[src/rtl/sync_debouncer.sv]
// sync_debouncer: brings asynchronous, bouncy inputs into the clk domain and
// qualifies each bit independently before it reaches the edge detector.
// A level change propagates to `signal` only after it has been seen at the
// synchronizer output for STABLE_CYCLES consecutive samples.
// Optional build macro: DEBOUNCE_GLITCH_CNT_EN adds an 8-bit saturating
// count of rejected glitches on port `glitch_cnt`.
//
// Per-bit filter states:
//   state      | meaning
//   ST_STABLE  | signal matches sync_out, no change under qualification
//   ST_PENDING | sync_out differs from signal, counting matching samples
module sync_debouncer #(
   parameter int               WIDTH         = 1,
   parameter int               SYNC_STAGES   = 2,
   parameter int               STABLE_CYCLES = 4,
   parameter logic [WIDTH-1:0] RESET_VAL     = '0
) (
   input  logic             clk,
   input  logic             n_rst,
   input  logic [WIDTH-1:0] async_in,
   output logic [WIDTH-1:0] signal,
   output logic [WIDTH-1:0] busy
`ifdef DEBOUNCE_GLITCH_CNT_EN
   ,
   output logic [7:0]       glitch_cnt
`endif
);

   localparam int              CNT_W = $clog2(STABLE_CYCLES + 1);
   localparam logic [CNT_W:0]  CNT_TC = (CNT_W + 1)'(STABLE_CYCLES);

   typedef enum logic {
      ST_STABLE  = 1'b0,
      ST_PENDING = 1'b1
   } state_t;

   logic [WIDTH-1:0] r_sync [SYNC_STAGES];
   logic [WIDTH-1:0] w_sync_out;

`ifdef DEBOUNCE_GLITCH_CNT_EN
   logic [WIDTH-1:0] w_reject;
   logic [7:0]       r_glitch_cnt;
`endif

   // Synchronizer chain: plain shift register, nothing between stages.
   always_ff @(posedge clk or negedge n_rst) begin
      if (!n_rst) begin
         for (int s = 0; s < SYNC_STAGES; s++) begin
            r_sync[s] <= RESET_VAL;
         end
      end else begin
         r_sync[0] <= async_in;
         for (int s = 1; s < SYNC_STAGES; s++) begin
            r_sync[s] <= r_sync[s-1];
         end
      end
   end

   assign w_sync_out = r_sync[SYNC_STAGES-1];

   genvar g;
   for (g = 0; g < WIDTH; g++) begin : g_bit
      state_t           r_state;
      state_t           w_state_nxt;
      logic [CNT_W-1:0] r_cnt;
      logic [CNT_W-1:0] w_cnt_nxt;
      logic [CNT_W:0]   w_cnt_inc;
      logic             r_signal;
      logic             w_signal_nxt;
      logic             r_busy;
      logic             w_mismatch;

      assign w_mismatch = (w_sync_out[g] != r_signal);
      // One bit wider than the counter so the terminal compare cannot wrap.
      assign w_cnt_inc  = {1'b0, r_cnt} + {{CNT_W{1'b0}}, 1'b1};

      // Filter state, count and output level registers.
      always_ff @(posedge clk or negedge n_rst) begin
         if (!n_rst) begin
            r_state  <= ST_STABLE;
            r_cnt    <= '0;
            r_signal <= RESET_VAL[g];
            r_busy   <= 1'b0;
         end else begin
            r_state  <= w_state_nxt;
            r_cnt    <= w_cnt_nxt;
            r_signal <= w_signal_nxt;
            r_busy   <= (w_state_nxt == ST_PENDING);
         end
      end

      // Next-state and qualification logic for one bit.
      always_comb begin
         w_state_nxt  = r_state;
         w_cnt_nxt    = r_cnt;
         w_signal_nxt = r_signal;
         case (r_state)
            ST_STABLE: begin
               w_cnt_nxt = '0;
               if (w_mismatch) begin
                  if (STABLE_CYCLES == 1) begin
                     w_signal_nxt = w_sync_out[g];
                  end else begin
                     w_state_nxt = ST_PENDING;
                     w_cnt_nxt   = CNT_W'(1);
                  end
               end
            end
            ST_PENDING: begin
               if (!w_mismatch) begin
                  w_state_nxt = ST_STABLE;
                  w_cnt_nxt   = '0;
               end else if (w_cnt_inc == CNT_TC) begin
                  w_signal_nxt = w_sync_out[g];
                  w_state_nxt  = ST_STABLE;
                  w_cnt_nxt    = '0;
               end else begin
                  w_cnt_nxt = w_cnt_inc[CNT_W-1:0];
               end
            end
            default: begin
               w_state_nxt = ST_STABLE;
               w_cnt_nxt   = '0;
            end
         endcase
      end

      assign signal[g] = r_signal;
      assign busy[g]   = r_busy;

`ifdef DEBOUNCE_GLITCH_CNT_EN
      assign w_reject[g] = (r_state == ST_PENDING) && !w_mismatch;
`endif
   end

`ifdef DEBOUNCE_GLITCH_CNT_EN
   // Count cycles with at least one rejected glitch; saturates at 255.
   always_ff @(posedge clk or negedge n_rst) begin
      if (!n_rst) begin
         r_glitch_cnt <= 8'd0;
      end else if ((|w_reject) && (r_glitch_cnt != 8'hFF)) begin
         r_glitch_cnt <= r_glitch_cnt + 8'd1;
      end
   end

   assign glitch_cnt = r_glitch_cnt;
`else
   // Without glitch statistics, rejected changes leave no trace.
`endif

endmodule

[config.mk]
export PLATFORM = sky130hd
export DESIGN_NAME = sync_debouncer
export DESIGN_NICKNAME = d
export VERILOG_FILES = /design/src/rtl/sync_debouncer.sv
export SDC_FILE = /design/constraint.sdc
export NUM_CORES = 1
export LEC_CHECK = 0
export CAP_MARGIN = 0
export CORE_AREA = 2 2 39 41
export CTS_BUF_LIST = sky130_fd_sc_hd__clkbuf_4
export DETAILED_ROUTE_END_ITERATION = 10
export DIE_AREA = 0 0 41 43
export HOLD_SLACK_MARGIN = 0.15
export PLACE_DENSITY = 0.51
export SYNTH_ARGS = -nofsm -noshare
export SYNTH_HDL_FRONTEND = slang
export SYNTH_SLANG_ARGS = --single-unit
[constraint.sdc]
create_clock -name clk -period 3.7 [get_ports clk]
set_clock_uncertainty 0.1 [all_clocks]
set_input_delay 0.37 -clock clk [delete_from_list [all_inputs] [get_ports clk]]
set_output_delay 0.37 -clock clk [all_outputs]
set_load 0.02 [all_outputs]
* Word-level counts from Yosys, hierarchy flattened
Index checks and enable logic that the tools add are counted.
Storage, ports and cells: flip-flop bits (word level) 7, input bits 3, output and inout bits 2, word-level logic and storage cells 18
Operators by class: $add $sub $neg 1, equal/unequal tests 2, multiplexer cells 8, bitwise gates (word level) 1, reductions and logical operators 1
Operators with widths (number):
- $mux 3 | 2
- $pmux 3 s2 | 1
- $add 3x1->4 const B | 1
- $eq 4x3->1 const B | 1
- $mux 1 | 4
- $reduce_and 3->1 | 1
- $pmux 1 s2 | 1
- $ne 1x1->1 | 1
- $not 1->1 | 1

* Longest topological paths before layout
Gate-level depths: netlist (run 1).
depth in word-level cells 5, gate-level depth with buffers 4, depth with buffers taken out 4

* Worst setup path after synthesis (run 1)
Ideal clock, no wire load.
kind reg2reg, from reg g_bit[0].r_cnt[0], to reg g_bit[0].r_signal (netlist: signal), library setup time 0.129 ns, arrival time 1.069 ns, data required time 3.471 ns, setup slack 2.402 ns, cell stages (with the launch flop) 5, path buffers 0, clock period less this slack 1.298 ns, cells stage by stage dfrtp_1 ha_1 and2b_1 a211oi_1 a211oi_1
On the way: word-level cells in the longest chain between the ends 3
RTL lines:
- from (decl) | line 65 | logic [CNT_W-1:0] r_cnt;
- from (signal assigned) | line 86 | r_cnt <= w_cnt_nxt;
- $add 3x1->4 | line 75 | assign w_cnt_inc = {1'b0, r_cnt} + {{CNT_W{1'b0}}, 1'b1};
- $eq 4x3->1 | line 113 | end else if (w_cnt_inc == CNT_TC) begin
- $reduce_and 3->1 (no line)
- to (signal assigned) | line 82 | r_signal <= RESET_VAL[g];
- to (signal assigned) | line 87 | r_signal <= w_signal_nxt;
- to (decl) | line 68 | logic r_signal;
No other way between the ends. A chain may end at the register's enable or synchronous reset.

* Worst setup path in the final report (run 1)
from reg g_bit[0].r_busy (netlist: busy), to out busy
RTL lines:
- from (decl) | line 70 | logic r_busy;
- from (signal assigned) | line 88 | r_busy <= (w_state_nxt == ST_PENDING);
- to (decl) | line 22 | output logic [WIDTH-1:0] busy
No word-level cell between the ends.

==> results of run 1 <==
## state kept, by name, indices dropped and copies added, names as in the netlist
| name | cells |
|---|---|
| r_sync | 1 |
| w_sync_out | 1 |
| busy | 1 |
| signal | 1 |
| g_bit.r_cnt | 3 |
## metal layers
metal | up-vias | track usage [%] | part of all wire (%)
li1 | 121 | - | -
met1 | 118 | 8.638 | 38
met2 | 5 | 15.31 | 54
met3 | 4 | 1.571 | 2.0
met4 | 0 | 12.00 | 4.8
met5 | - | 0 | 0
## cell type report
class / count / area [sq um] / area share (%)
multi-input combinational: 21 / 157.7 / 36.95
tap: 16 / 20.02 / 4.692
clock buffer: 4 / 30.03 / 7.038
sequential: 7 / 175.2 / 41.06
timing repair buffer: 4 / 40.04 / 9.384
inverter: 1 / 3.754 / 0.8798
## metrics by stage
stage / hold slack, ps / total power, mW / cell area, sq um / setup WS, ps
after global placement: 240.8 / 0.09786 / 396.6 / 2184
after floorplan: -25.59 / 0.09177 / 336.6 / 2402
after CTS: 258.2 / 0.1742 / 426.7 / 1893
after detailed placement: 247.1 / 0.09858 / 396.6 / 2162
final: 251.2 / 0.1704 / 426.7 / 1895
after global routing: 266.0 / 0.1843 / 426.7 / 1844
## worst min path at each step
stage | from | to | slack [ps] | cells after the start
after CTS | r_sync[1]$_DFF_PN0_ | w_sync_out$_DFF_PN0_ | 260 | 0
after global placement | r_sync[1]$_DFF_PN0_ | w_sync_out$_DFF_PN0_ | 240 | 0
after global routing | r_sync[1]$_DFF_PN0_ | w_sync_out$_DFF_PN0_ | 270 | 0
after floorplan | n_rst | busy$_DFF_PN0_ | -30 | 0
final | r_sync[1]$_DFF_PN0_ | w_sync_out$_DFF_PN0_ | 250 | 0
after detailed placement | r_sync[1]$_DFF_PN0_ | w_sync_out$_DFF_PN0_ | 250 | 0
## placed cells by master (no fill, tap or decap)
cell	instances
sky130_fd_sc_hd__a211oi_1	2
sky130_fd_sc_hd__a21bo_1	1
sky130_fd_sc_hd__a21boi_0	1
sky130_fd_sc_hd__a21oi_1	1
sky130_fd_sc_hd__a21oi_2	1
sky130_fd_sc_hd__a31oi_1	2
sky130_fd_sc_hd__and2b_1	1
sky130_fd_sc_hd__and3_1	2
sky130_fd_sc_hd__clkbuf_4	4
sky130_fd_sc_hd__clkdlybuf4s50_1	4
sky130_fd_sc_hd__dfrtp_1	7
sky130_fd_sc_hd__ha_1	2
sky130_fd_sc_hd__inv_1	1
sky130_fd_sc_hd__mux2i_1	1
sky130_fd_sc_hd__nand2_1	2
sky130_fd_sc_hd__nand2b_1	1
sky130_fd_sc_hd__nand3b_1	1
sky130_fd_sc_hd__o22ai_1	1
sky130_fd_sc_hd__or2b_1	1
sky130_fd_sc_hd__xor2_1	1
## Yosys cell counts
library cell / n
sky130_fd_sc_hd__a211oi_1: 2
sky130_fd_sc_hd__a21bo_1: 1
sky130_fd_sc_hd__a21boi_0: 1
sky130_fd_sc_hd__a21oi_1: 1
sky130_fd_sc_hd__a21oi_2: 1
sky130_fd_sc_hd__a31oi_1: 2
sky130_fd_sc_hd__and2b_1: 1
sky130_fd_sc_hd__and3_1: 2
sky130_fd_sc_hd__dfrtp_1: 7
sky130_fd_sc_hd__ha_1: 2
sky130_fd_sc_hd__inv_1: 1
sky130_fd_sc_hd__mux2i_1: 1
sky130_fd_sc_hd__nand2_1: 2
sky130_fd_sc_hd__nand2b_1: 1
sky130_fd_sc_hd__nand3b_1: 1
sky130_fd_sc_hd__o22ai_1: 1
sky130_fd_sc_hd__or2b_1: 1
sky130_fd_sc_hd__xor2_1: 1
## cells by family after synthesis
family | count (synthesis) | synth area share (%)
and+or+nand+nor | 8 | 14.50
muxes | 1 | 2.974
DFF | 7 | 52.05
adders and majority gates | 2 | 7.434
buffers and inverters | 1 | 1.114
xor gates and xnor gates | 1 | 2.603
AOI/OAI and AO/OA | 9 | 19.33
## where the power goes
group	switching, mW	internal, mW
sequential	0.00354	0.0800
combinational	0.00660	0.00706
clock	0.0250	0.0483
total	0.0352	0.135
==> results.md, run 1 <==
- Setup fix buffers added after clock tree synthesis: 0
- Remaining design rule violation count: 0
- Worst r2r src: g_bit[0].r_cnt[0]$_DFF_PN0_
- Ratio of cells with drive above 1 in the final layout: a little over an eighth
- Number of buffers created by CTS: 3
- Area Growth Syn to Fin: 26.77%
- Slew Viols, Final: 0
- Launching instance or port of the critical path: busy$_DFF_PN0_
- Share of the core filled with cells in the final layout: approximately 31%
- Worst-case vdd ir drop: roughly 170 uV
- Clk root buf: sky130_fd_sc_hd__clkbuf_4
- Die Outline Area: roughly 0.0018 sq mm
- CTS resizes: 0
- Critical path class: reg2out
- Largest cells by area after synthesis: sky130_fd_sc_hd__dfrtp_1, sky130_fd_sc_hd__ha_1, sky130_fd_sc_hd__a211oi_1, sky130_fd_sc_hd__a31oi_1, sky130_fd_sc_hd__and3_1
- Top-Level Pins: 5
- Share of the cycle needed by the critical path after routing: ~50%
- Overall fraction of global-route tracks in use: under 10%
- Global-route wire length before repair: around 1100 um
- Worst path buffer plus inverter count: 1
- Post-route antenna net violation count: 0
- P per Cell Area: ~400 mW/mm^2
- Summed instance area of the synthesized netlist: 336.6 sq um
- Seq/Total Area, Yosys: a little over half
- Die Height: ~43 um
- Drt first pass iters: 2
- Fill cells: 140
- Sequence of cells on the critical path: clkdlybuf4s50_1
- GP Congestion: between 0.7 and 0.8
- WP data arrival: approximately 1300 ps
- Number of max-cap violations: 0
- Number of placed cells counting well taps: 49
- Clk pin slew, worst setup/hold paths: roughly 50 ps
- Hold Path Class: reg2reg
- Worst-skew pair later-pin latency: between 200 and 250 ps
- Post-DR vias/cell: ~4.7
- Logic depth of the worst path, buffers included: 1
- Synth unique cells: 18
- Post-synthesis cell count: 29
- Crit path required time: ~3200 ps
- Fin crit period: ~1800 ps
- # H-tree levels: 1
- Avg WL per Cell: 10.23 um
- Worst Path Max Fanout: 8
- # clock sinks: 7
- Mean cell area of the mapped netlist: between 10 and 15 sq um
- Number of global-route vias before repair: roughly 280
- DRC marker count from the first detailed-route iteration: 3
- Clock tree from TritonCTS: built
- Initial antenna violation count: 0
- Dpl hpwl: between 400 and 500 um
- Share of the synthesized area in the top cell type: 52.04%
- Pleak: about 0.21 nW
- Final setup violating endpoints: 0
- Transition time at the pin with the least slew margin: 298.8 ps
- Number of cells traversed by the worst register-to-register path: 4
- Via count: around 250
- Fmax: approximately 550 MHz
- End point of the critical path: busy
- Core ar.: between 0.001 and 0.0015 sq mm
- Status: finished clean
- Row count: 14
- Routed WL: approximately 540 um
- Reg-to-Reg End: signal$_DFFE_PN0P_
- Max incr delay on CP: 650 ps
- Top Family by Delay on Critical Path: buffers and inverters
- Maximum root-to-sink buffer count: 2
- Setup TNS: 0 ps
- CTS Hold Bufs: 0
- Starting Density: 24.32%
- Number of nets produced by synthesis: 34
- Die X: 41 um
- PortBufs: 4
- RSZ-0062 raised after global routing: no
- Largest net degree at the start of global routing: 9
- Warning count from the yosys run: 0
- Cell at the slowest stage of the critical path: sky130_fd_sc_hd__clkdlybuf4s50_1
- Global route overflow: 0
- Rel. slew slack: roughly four fifths
- Cell type with the largest total area after synthesis: sky130_fd_sc_hd__dfrtp_1
- Count of state elements after synthesis: 7
- Number of hold-slack violations in the final timing report: 0
- Register-to-register setup slack: ~2300 ps
- Count of inserted antenna diode cells: 0
- Kind of end point of the critical path: primary output
- Count of non-filler cells in the finished layout: between 50 and 60
- Count of nets after finishing: 43
- Kind of start point of the critical path: register
No activity file was read; power rests on OpenSTA's default activity.
==> run 2: changes to the inputs <==
- clock period: 3.7 -> 1.88 ns (I/O delays scaled with it)
==> run 2 against run 1 <==
Compared with the run above: first-iteration DRC count up 33%; critical path type unchanged; via count fell by 0.40%; sequential cell count unchanged; critical endpoint unchanged; core utilization grew 0.72 points; clock power rose by 95%; design area rose by 2.3%; die area stayed put; global-route usage is 1.8 points lower; non-clock buffer count is 1 higher.
==> results.md, run 2 (synthesis gave the netlist of run 1 again) <==
- Initial antenna violation count: 0
- Row count: 14
- Cell at the slowest stage of the critical path: sky130_fd_sc_hd__clkdlybuf4s50_1
- Worst setup slack before clock tree synthesis: around 450 ps
- Number of hold-slack violations in the final timing report: 0
- Kind of end point of the critical path: primary output
- Largest net degree at the start of global routing: 9
- P per Cell Area: between 700 and 800 mW/mm^2
- Starting Density: 24.32%
- # H-tree levels: 1
- RSZ-0062 raised after global routing: no
- Top Family by Delay on Critical Path: buffers and inverters
- Slew Viols, Final: 0
- Setup TNS: 0 ps
- Max incr delay on CP: 640 ps
- GP Congestion: between 0.8 and 0.9
- Global route overflow: 0
- Remaining design rule violation count: 0
- WP data arrival: 1330 ps
- Final setup violating endpoints: 0
- Worst-case vdd ir drop: roughly 420 uV
- Max FFs per register: 3
- Worst path buffer plus inverter count: 1
- Post-DR vias/cell: roughly 4.6
- DRC marker count from the first detailed-route iteration: 4
- DR WL met3: 8 um
- Worst Path Max Fanout: 8
- Placed instance area: 396.6 sq um
- Crit path required time: about 1600 ps
- Sequence of cells on the critical path: clkdlybuf4s50_1
- # clock sinks: 7
- Clk pin slew, worst setup/hold paths: 50 ps
- Count of inserted antenna diode cells: 0
- Maximum root-to-sink buffer count: 2
- Number of max-cap violations: 0
- Clock tree from TritonCTS: built
- Total length of routed met2 wires: 309 um
- Global-route wire length before repair: 903 um
- Critical path class: reg2out
- Setup fix buffers added after clock tree synthesis: 0
- Worst-skew pair later-pin latency: roughly 240 ps
- Commonest cells after routing, fill and taps aside: sky130_fd_sc_hd__dfrtp_1, sky130_fd_sc_hd__clkbuf_4, sky130_fd_sc_hd__clkdlybuf4s50_1
- Die Outline Area: ~0.0018 sq mm
- Wl on met1: 227 um
- Die Height: about 43 um
- Kind of start point of the critical path: register
- Share of the cycle needed by the critical path after routing: between 80% and 90%
- Count of nets after finishing: between 40 and 50
- Dpl hpwl: about 450 um
- Uppermost routed layer: met3
- Top-Level Pins: 5
- Drt first pass iters: 2
- Avg WL per Cell: 10.11 um
- Hold Path Class: reg2reg
- Fin crit period: 1620 ps
- Pleak: 0.2172 nW
- Post-route antenna net violation count: 0
- Via count: approximately 250
- Overall fraction of global-route tracks in use: 7.927%
- Ratio of cells with drive above 1 in the final layout: about an eighth
- PortBufs: 4
- Clk root buf: sky130_fd_sc_hd__clkbuf_4
- Die X: 41 um
- Number of global-route vias before repair: roughly 260
- Routed WL: ~550 um
- Overall power of the completed layout: 0.3363 mW
- Transition time at the pin with the least slew margin: roughly 290 ps
- Top reg by flops: g_bit.r_cnt
- Number of buffers created by CTS: 3
- Status: finished clean
- Area Growth Syn to Fin: 29.74%
- Commonest non-fill, non-tap cell in the layout: sky130_fd_sc_hd__dfrtp_1
- Fin worst setup slack: about 260 ps
- Rel. slew slack: between 80% and 90%
- Final Instance Area: around 440 sq um
- Fmax: 617.2 MHz
- Core ar.: ~0.0014 sq mm
==> run 2: changes by cell type in the layout (fill, tap and decap cells not counted), sizes merged <==
| cell | previous run | this run |
|---|---|---|
| dlygate4sd3 | 0 | 1 |
==> run 2: per-stage QoR <==
| step | std cells | utilization (%) | hold slack, ps |
|---|---|---|---|
| 2_1_floorplan | 29 | - | -207.6 |
| 3_3_place_gp | 49 | 28.66 | 239.5 |
| 3_5_place_dp | 49 | 28.66 | 247.8 |
| 4_1_cts | 54 | 31.56 | 258.6 |
| 5_1_grt | 54 | 31.56 | 265.3 |
| 6_report | 54 | 31.56 | 256.4 |
==> run 2: routing by layer <==
metal | vias up | global-route usage (%)
li1 | 123 | -
met1 | 121 | 8.027
met2 | 3 | 12.19
met3 | 0 | 1.571
met4 | 0 | 8.000
met5 | - | 0
==> run 2: repair_timing <==
action | CTS | global route
gates resized for setup | 0 | 0
hold buffers | 1 | 0
hold endpoints to repair | 7 | 0
==> run 2: layout make-up <==
class / instances / area, sq um
fillers: 132 / 947.2
flip-flops and latches: 7 / 175.2
multi-input cells: 21 / 157.7
repair buffers: 5 / 50.05
clock buffers: 4 / 30.03
well taps: 16 / 20.02
inverters: 1 / 3.754
==> run 2: power breakdown <==
group          total, mW  internal [mW]  leakage (nW)  switching (mW)
combinational     0.0285         0.0152         0.110          0.0133
clock              0.143         0.0949        0.0184          0.0485
sequential         0.164          0.157        0.0886         0.00705
==> run 2: path summary, 6_finish.rpt <==
path                                             startpoint  slack, ps  cells past startpoint                          end
worst max-delay path                         busy$_DFF_PN0_        260                      1                         busy
min in group asynchronous                             n_rst        630                      2  g_bit[0].r_cnt[2]$_DFF_PN0_
worst min register to register          r_sync[1]$_DFF_PN0_        260                      0         w_sync_out$_DFF_PN0_
max in group asynchronous                             n_rst        820                      2               busy$_DFF_PN0_
worst max register to register  g_bit[0].r_cnt[0]$_DFF_PN0_        460                      4           signal$_DFFE_PN0P_
worst min-delay path                    r_sync[1]$_DFF_PN0_        260                      0         w_sync_out$_DFF_PN0_
==> run 2: worst reg2reg max path: stages (launching register included) <==
cell and delay, ps:
sky130_fd_sc_hd__dfrtp_1 420, sky130_fd_sc_hd__ha_1 280, sky130_fd_sc_hd__a21oi_2 170, sky130_fd_sc_hd__mux2i_1 90, sky130_fd_sc_hd__a211oi_1 260
==> run 3: changes to the inputs <==
- CTS_CLUSTER_DIAMETER: not set -> 200
- CTS_CLUSTER_SIZE: not set -> 14
==> results of run 3 <==
Same layout as run 2: the final DEF is identical, and so are final timing and power.
